File: src/rtl/adc_spi_scan.sv
// adc_spi_scan: SPI master that scans up to 8 channels of an external 16-bit ADC.
// Each frame sends {2'b00, ch[2:0], 11'b0} MSB first and receives the conversion
// addressed by the previous frame, so k enabled channels need k+1 frames per scan.
// Results collect in a shadow buffer and are copied to o_ch_data in a single
// commit cycle, so a multi-byte register read never mixes two scans.
// Optional build macro ADC_AVG_EN: each scan runs its frame sequence four times
// and commits the truncated average of the four samples per channel.
module adc_spi_scan #(
  parameter int CLK_DIV = 4,
  parameter int CS_GAP  = 8
) (
  input  logic         clk,
  input  logic         rstn,
  input  logic         i_start,
  input  logic         i_cont,
  input  logic [7:0]   i_ch_mask,
  output logic         spi_csn,
  output logic         spi_sclk,
  output logic         spi_mosi,
  input  logic         spi_miso,
  output logic         o_busy,
  output logic         o_done,
  output logic [7:0]   o_scan_cnt,
  output logic [127:0] o_ch_data
);

  typedef enum logic [2:0] {
    IDLE     = 3'd0,
    CS_SETUP = 3'd1,
    SHIFT    = 3'd2,
    CS_HOLD  = 3'd3,
    GAP      = 3'd4,
    COMMIT   = 3'd5
  } state_t;

  // One cycle counter serves every timed state; size it for the longest of them.
  localparam int CW = $clog2((CLK_DIV > CS_GAP) ? CLK_DIV : CS_GAP) + 1;
  localparam logic [CW-1:0] DIV_END = CW'(CLK_DIV - 1);
  localparam logic [CW-1:0] GAP_END = CW'(CS_GAP - 1);

  state_t          state;
  logic [CW-1:0]   div_cnt;
  logic [3:0]      bit_cnt;
  logic [15:0]     rx_sr;
  logic [7:0]      mask_q;
  logic [2:0]      cmd_ch;     // channel commanded by the frame in flight
  logic [2:0]      prev_ch;    // channel commanded by the previous frame
  logic            first_frm;  // frame in flight returns a stale conversion
  logic            last_frm;   // frame in flight re-addresses the lowest channel
  logic            miso_s1;
  logic            miso_s2;
  logic            start_q;
  logic            start_pulse;
  logic            scan_go;
  logic [15:0]     cmd_word;
  logic [3:0]      nxt;

`ifdef ADC_AVG_EN
  logic [17:0]     acc [8];
  logic [1:0]      pass_cnt;
`else
  logic [15:0]     shadow [8];
`endif

  // Lowest set bit of a channel mask.
  function automatic logic [2:0] lowest_ch(input logic [7:0] m);
    logic [2:0] r;
    r = 3'd0;
    for (int i = 7; i >= 0; i--) begin
      if (m[i]) r = 3'(i);
    end
    return r;
  endfunction

  // Next enabled channel above c; bit 3 flags that one exists.
  function automatic logic [3:0] next_ch(input logic [7:0] m, input logic [2:0] c);
    logic [3:0] r;
    r = 4'd0;
    for (int i = 7; i >= 0; i--) begin
      if (m[i] && (3'(i) > c)) r = {1'b1, 3'(i)};
    end
    return r;
  endfunction

  assign cmd_word = {2'b00, cmd_ch, 11'b0};
  assign nxt      = next_ch(mask_q, cmd_ch);

  // Bring the asynchronous ADC data line into the clk domain.
  always_ff @(posedge clk or negedge rstn) begin
    if (!rstn) begin
      miso_s1 <= 1'b0;
      miso_s2 <= 1'b0;
    end else begin
      miso_s1 <= spi_miso;
      miso_s2 <= miso_s1;
    end
  end

  // Registered rising-edge detect on the start level from the register block.
  always_ff @(posedge clk or negedge rstn) begin
    if (!rstn) begin
      start_q     <= 1'b0;
      start_pulse <= 1'b0;
    end else begin
      start_q     <= i_start;
      start_pulse <= i_start & ~start_q;
    end
  end

  // A scan begins from IDLE on a start edge, or straight after a commit in continuous mode.
  always_comb begin
    scan_go = 1'b0;
    if (i_ch_mask != 8'h00) begin
      if (state == IDLE && start_pulse) scan_go = 1'b1;
      if (state == COMMIT && i_cont)    scan_go = 1'b1;
    end
  end

  // Scan sequencer: SPI framing, channel ordering, shadow capture and commit.
  always_ff @(posedge clk or negedge rstn) begin
    if (!rstn) begin
      state      <= IDLE;
      spi_csn    <= 1'b1;
      spi_sclk   <= 1'b1;
      spi_mosi   <= 1'b0;
      o_busy     <= 1'b0;
      o_done     <= 1'b0;
      o_scan_cnt <= 8'h00;
      o_ch_data  <= '0;
      div_cnt    <= '0;
      bit_cnt    <= 4'd0;
      rx_sr      <= 16'h0000;
      mask_q     <= 8'h00;
      cmd_ch     <= 3'd0;
      prev_ch    <= 3'd0;
      first_frm  <= 1'b0;
      last_frm   <= 1'b0;
`ifdef ADC_AVG_EN
      pass_cnt   <= 2'd0;
      for (int n = 0; n < 8; n++) acc[n] <= 18'd0;
`else
      for (int n = 0; n < 8; n++) shadow[n] <= 16'h0000;
`endif
    end else begin
      o_done <= 1'b0;
      if (scan_go) begin
        state     <= CS_SETUP;
        spi_csn   <= 1'b0;
        o_busy    <= 1'b1;
        div_cnt   <= '0;
        mask_q    <= i_ch_mask;
        cmd_ch    <= lowest_ch(i_ch_mask);
        first_frm <= 1'b1;
        last_frm  <= 1'b0;
`ifdef ADC_AVG_EN
        pass_cnt  <= 2'd0;
        for (int n = 0; n < 8; n++) acc[n] <= 18'd0;
`endif
      end else begin
        case (state)
          IDLE: ;
          CS_SETUP: begin
            if (div_cnt == DIV_END) begin
              state    <= SHIFT;
              spi_sclk <= 1'b0;
              spi_mosi <= cmd_word[15];
              div_cnt  <= '0;
              bit_cnt  <= 4'd0;
            end else begin
              div_cnt <= div_cnt + 1'b1;
            end
          end
          SHIFT: begin
            if (div_cnt == DIV_END) begin
              div_cnt <= '0;
              if (!spi_sclk) begin
                spi_sclk <= 1'b1;
                rx_sr    <= {rx_sr[14:0], miso_s2};
              end else if (bit_cnt == 4'd15) begin
                state <= CS_HOLD;
              end else begin
                spi_sclk <= 1'b0;
                spi_mosi <= cmd_word[4'd14 - bit_cnt];
                bit_cnt  <= bit_cnt + 4'd1;
              end
            end else begin
              div_cnt <= div_cnt + 1'b1;
            end
          end
          CS_HOLD: begin
            if (div_cnt == DIV_END) begin
              state   <= GAP;
              spi_csn <= 1'b1;
              div_cnt <= '0;
              // The word just received belongs to the channel commanded one frame earlier.
              if (!first_frm) begin
`ifdef ADC_AVG_EN
                acc[prev_ch] <= acc[prev_ch] + {2'b00, rx_sr};
`else
                shadow[prev_ch] <= rx_sr;
`endif
              end
              prev_ch   <= cmd_ch;
              first_frm <= 1'b0;
            end else begin
              div_cnt <= div_cnt + 1'b1;
            end
          end
          GAP: begin
            if (div_cnt == GAP_END) begin
              div_cnt <= '0;
              if (!last_frm) begin
                state   <= CS_SETUP;
                spi_csn <= 1'b0;
                if (nxt[3]) begin
                  cmd_ch <= nxt[2:0];
                end else begin
                  cmd_ch   <= lowest_ch(mask_q);
                  last_frm <= 1'b1;
                end
`ifdef ADC_AVG_EN
              end else if (pass_cnt != 2'd3) begin
                // Restart the frame sequence for the next averaging pass.
                pass_cnt  <= pass_cnt + 2'd1;
                state     <= CS_SETUP;
                spi_csn   <= 1'b0;
                cmd_ch    <= lowest_ch(mask_q);
                first_frm <= 1'b1;
                last_frm  <= 1'b0;
`endif
              end else begin
                state      <= COMMIT;
                o_done     <= 1'b1;
                o_scan_cnt <= o_scan_cnt + 8'd1;
                for (int n = 0; n < 8; n++) begin
                  if (mask_q[n]) begin
`ifdef ADC_AVG_EN
                    o_ch_data[16*n +: 16] <= acc[n][17:2];
`else
                    o_ch_data[16*n +: 16] <= shadow[n];
`endif
                  end
                end
              end
            end else begin
              div_cnt <= div_cnt + 1'b1;
            end
          end
          COMMIT: begin
            state  <= IDLE;
            o_busy <= 1'b0;
          end
          default: state <= IDLE;
        endcase
      end
    end
  end

endmodule
File: config.mk
export PLATFORM = sky130hd
export DESIGN_NAME = adc_spi_scan
export DESIGN_NICKNAME = d
export VERILOG_FILES = /design/src/rtl/adc_spi_scan.sv
export SDC_FILE = /design/constraint.sdc
export NUM_CORES = 1
export LEC_CHECK = 0
export ABC_CLOCK_PERIOD_IN_PS = 3000
export CORE_MARGIN = 3
export CORE_UTILIZATION = 45
export DETAILED_ROUTE_END_ITERATION = 8
export HOLD_SLACK_MARGIN = 0.15
export PLACE_DENSITY_LB_ADDON = 0.1
export SLEW_MARGIN = 20
export SYNTH_ARGS = -nofsm -noshare
export SYNTH_HDL_FRONTEND = slang
export SYNTH_SLANG_ARGS = --single-unit
File: constraint.sdc
create_clock -name clk -period 3 [get_ports clk]
set_input_delay 0.6 -clock clk [delete_from_list [all_inputs] [get_ports clk]]
set_output_delay 0.6 -clock clk [all_outputs]
set_load 0.1 [all_outputs]
==> results.py <==
metrics = {
    "run_status": {
        "outcome": "completed",
    },
    "place": {
        "place.gp.congestion": 0.796,
        "dp_slack_ps": -24.5,
        "hpwl_um": 17800,
        "port_buffers": 153,
        "place_inst": 1390,
    },
    "synth": {
        "synthSimpleGateAreaFrac_pct": 5.83,
        "synthDistinctLibCells": 51,
        "ys_ff_latch": 316,
        "async_flop_share_pct": 100,
        "syn_avg_cell_area_sq_um": 14.5,
        "synth_top_family_by_area": "multiplexers",
        "syn_nets": 889,
        "ys.flop_type": "dfrtp_1",
        "yosysTopAreaCell": "dfrtp_1",
        "ys_warn_count": 0,
        "synth_edf_count": 0,
        "synth_area_sq_um": 12600,
        "synth_area_leaders": "dfrtp_1 (62%), mux2_2 (23%), mux2_4 (2.4%)",
        "synthXorXnorAreaFrac_pct": 0.694,
        "yosys.area.top_type_share_pct": 62.3,
        "synthAdderAreaFrac_pct": 0.298,
        "yosysSeqAreaShare_pct": 62.7,
        "synth_compound_area_share_pct": 3.26,
        "syn_inst": 873,
        "muxShareOfSynthArea_pct": 25.4,
    },
    "global_route": {
        "grt_first_pass_wirelength_um": 43800,
        "antenna_found_initial": 0,
        "grt_max_degree": 77,
        "grtUsageTotal_pct": 18.1,
        "grt_pass1_vias": 7633,
        "overflow": 0,
    },
    "finish": {
        "instances_no_fill": 1453,
        "syn_to_final_growth_pct": 24.2,
        "fin_util_pct": 57.5,
        "num_antenna_cells": 0,
        "drive_above_1_share_pct": 48.7,
        "layout_commonest_cell": "dfrtp_1",
        "nNetsFinal": 1072,
        "layout_common_cells": "dfrtp_1 (314), mux2_2 (255), buf_4 (169), nand2_1 (65), clkbuf_16 (37)",
    },
    "sta": {
        "relSlewSlack_pct": 58.2,
        "max_freq_ghz": 0.376,
        "maxSlewViolCount": 0,
        "holdWs_ps": 358,
        "finalSetupViolations": 0,
        "setup_ws_ps": 341,
        "finalHoldViolations": 0,
        "timing.final.crit_share_pct": 88.6,
        "skew_ps": 12.3,
        "worstMarginPinSlew_ps": 627,
        "rsz0062_at_grt": "false",
        "period_needed_ps": 2660,
    },
    "floorplanning": {
        "num_rows": 60,
        "die_h_um": 173,
        "die_area_sq_um": 30100,
        "die_x_um": 173,
        "io_pins": 154,
        "start_util_pct": 46.3,
        "coreArea_sq_um": 27300,
    },
    "routing": {
        "post_drt_wl_per_cell_um": 18.6,
        "first_pass_iters": 4,
        "via_count": 7460,
        "viasPerCell": 5.13,
        "drtIter0Drc": 405,
        "wirelength_um": 27000,
        "drc": 0,
        "ant_nets": 0,
    },
    "power_and_ir_drop": {
        "p_leak_nw": 8.22,
        "p_switching_mw": 2.63,
        "p_int_mw": 7.54,
        "combPwrFrac_pct": 10.9,
        "p_sw_share_pct": 25.9,
        "p_seq_share_pct": 46.7,
        "max-vdd-ir-drop_mv": 0.460,
        "cellPowerDensity_nw_per_um2": 649,
        "clkPwrFrac_pct": 42.4,
    },
    "clocking": {
        "cts_resized": 0,
        "clock_latency_ps": 500,
        "htreeDepth": 2,
        "clk_pin_slew_ps": 60,
        "cts_buffers": 35,
        "cts_tree": "built",
        "cts_buffer_depth": 3,
        "cts-root-buf": "clkbuf_16",
        "clkSinkCount": 316,
    },
    "job": {
        "maxCapViolCount": 0,
    },
    "critical_path": {
        "endpoint_kind": "register",
        "r2r_slack_ps": 340,
        "rr_startpoint": "div_cnt[0]",
        "worstPathRequired_ps": 3380,
        "worst-path-max-fanout": 16,
        "worstSetupPathType": "reg -> reg",
        "critical_path.startpoint_type": "register",
        "cp_data_arrival_time_ps": 3040,
        "startpoint": "div_cnt[0]",
    },
    "hold_path": {
        "worst_hold_path_type": "reg -> reg",
        "min_from": "miso_s1",
    },
}
## flip-flops by register name, summed over array words and instances (netlist names), 3 cells and up
signal	cells
o_ch_data	128
shadow	128
rx_sr	16
mask_q	8
o_scan_cnt	8
bit_cnt	4
div_cnt	4
cmd_ch	3
prev_ch	3
state	3
## kinds of logic (layout without fill, tap and decap cells)
| logic type | count (synthesis) | count (layout) |
|---|---|---|
| flops | 316 | 316 |
| mux | 278 | 278 |
| xor+xnor | 10 | 10 |
| compound gates | 66 | 66 |
| buf+inv | 53 | 261 |
| simple gates | 147 | 147 |
| fa+ha+maj | 3 | 3 |
## worst max-delay path, cell delays in order (launching register included)
cell     delay (ps)
dfrtp_1         420
ha_1            280
nor3b_1         270
nand2_1         210
nor3b_1         470
and3_1          250
buf_4           260
mux2_2          370
## cell type report
class,instances,area (sq um)
Clock buffer,51,1040
Clock inverter,11,135
Fill cell,2252,11600
Inverter,6,22.5
Multi-Input combinational cell,504,4470
Sequential cell,316,7910
Tap cell,372,465
Timing Repair Buffer,193,1620
## path summary, 6_finish.rpt
| path | end | depth (start not counted) |
|---|---|---|
| worst max-delay path | shadow[7] | 7 |
| worst min-delay path | miso_s2 | 0 |
| min in group asynchronous | o_scan_cnt[3] | 2 |
| max in group asynchronous | o_ch_data[43] | 3 |
| worst max register to register | shadow[7] | 7 |
| worst min register to register | miso_s2 | 0 |
## stage by stage
step | TNS (ps) | instance area (sq um) | total power, mW
2_1_floorplan | 0 | 12600 | 5.54
3_3_place_gp | 0 | 14500 | 5.91
3_5_place_dp | -382 | 14500 | 5.93
4_1_cts | 0 | 15700 | 10.3
5_1_grt | 0 | 15700 | 10.7
6_report | 0 | 15700 | 10.2
## cell usage after synthesis, types with 4 or more instances
cell type  instances
nand3_1            5
and3_1             5
inv_1              6
mux2_4            20
nand2b_1           4
clkbuf_1          20
o21ai_0           16
nand2_2            6
nor2b_1            6
mux2_2           255
a31oi_1            4
nand4_1            4
buf_1             16
xnor2_1            7
nor2_1            26
o31ai_1            5
buf_2              8
a21oi_1           19
dfrtp_1          314
nand2_1           65
nor3_1             7
nor3b_1            4
## timing repair
item | 4_1_cts | 5_1_grt
hold buffers | 1 | 0
setup buffers | 0 | 0
endpoints found under the hold margin | 70 | 0
## power by group through the flow
| stage | sequential (mW) | clock [mW] | combinational, mW |
|---|---|---|---|
| global route | 4.79 | 4.61 | 1.25 |
| finish | 4.75 | 4.31 | 1.11 |
| global placement | 4.82 | 0 | 1.09 |
| CTS | 4.75 | 4.44 | 1.12 |
| floorplan | 4.78 | 0 | 0.756 |
| detailed placement | 4.83 | 0 | 1.10 |
## layer usage
layer  track usage [%]  part of all wire (%)
met5                 0                     0
met4              4.49                   1.7
met3              4.16                   5.5
met2              26.9                    44
met1              27.2                    49
No activity file was read; power rests on OpenSTA's default activity.
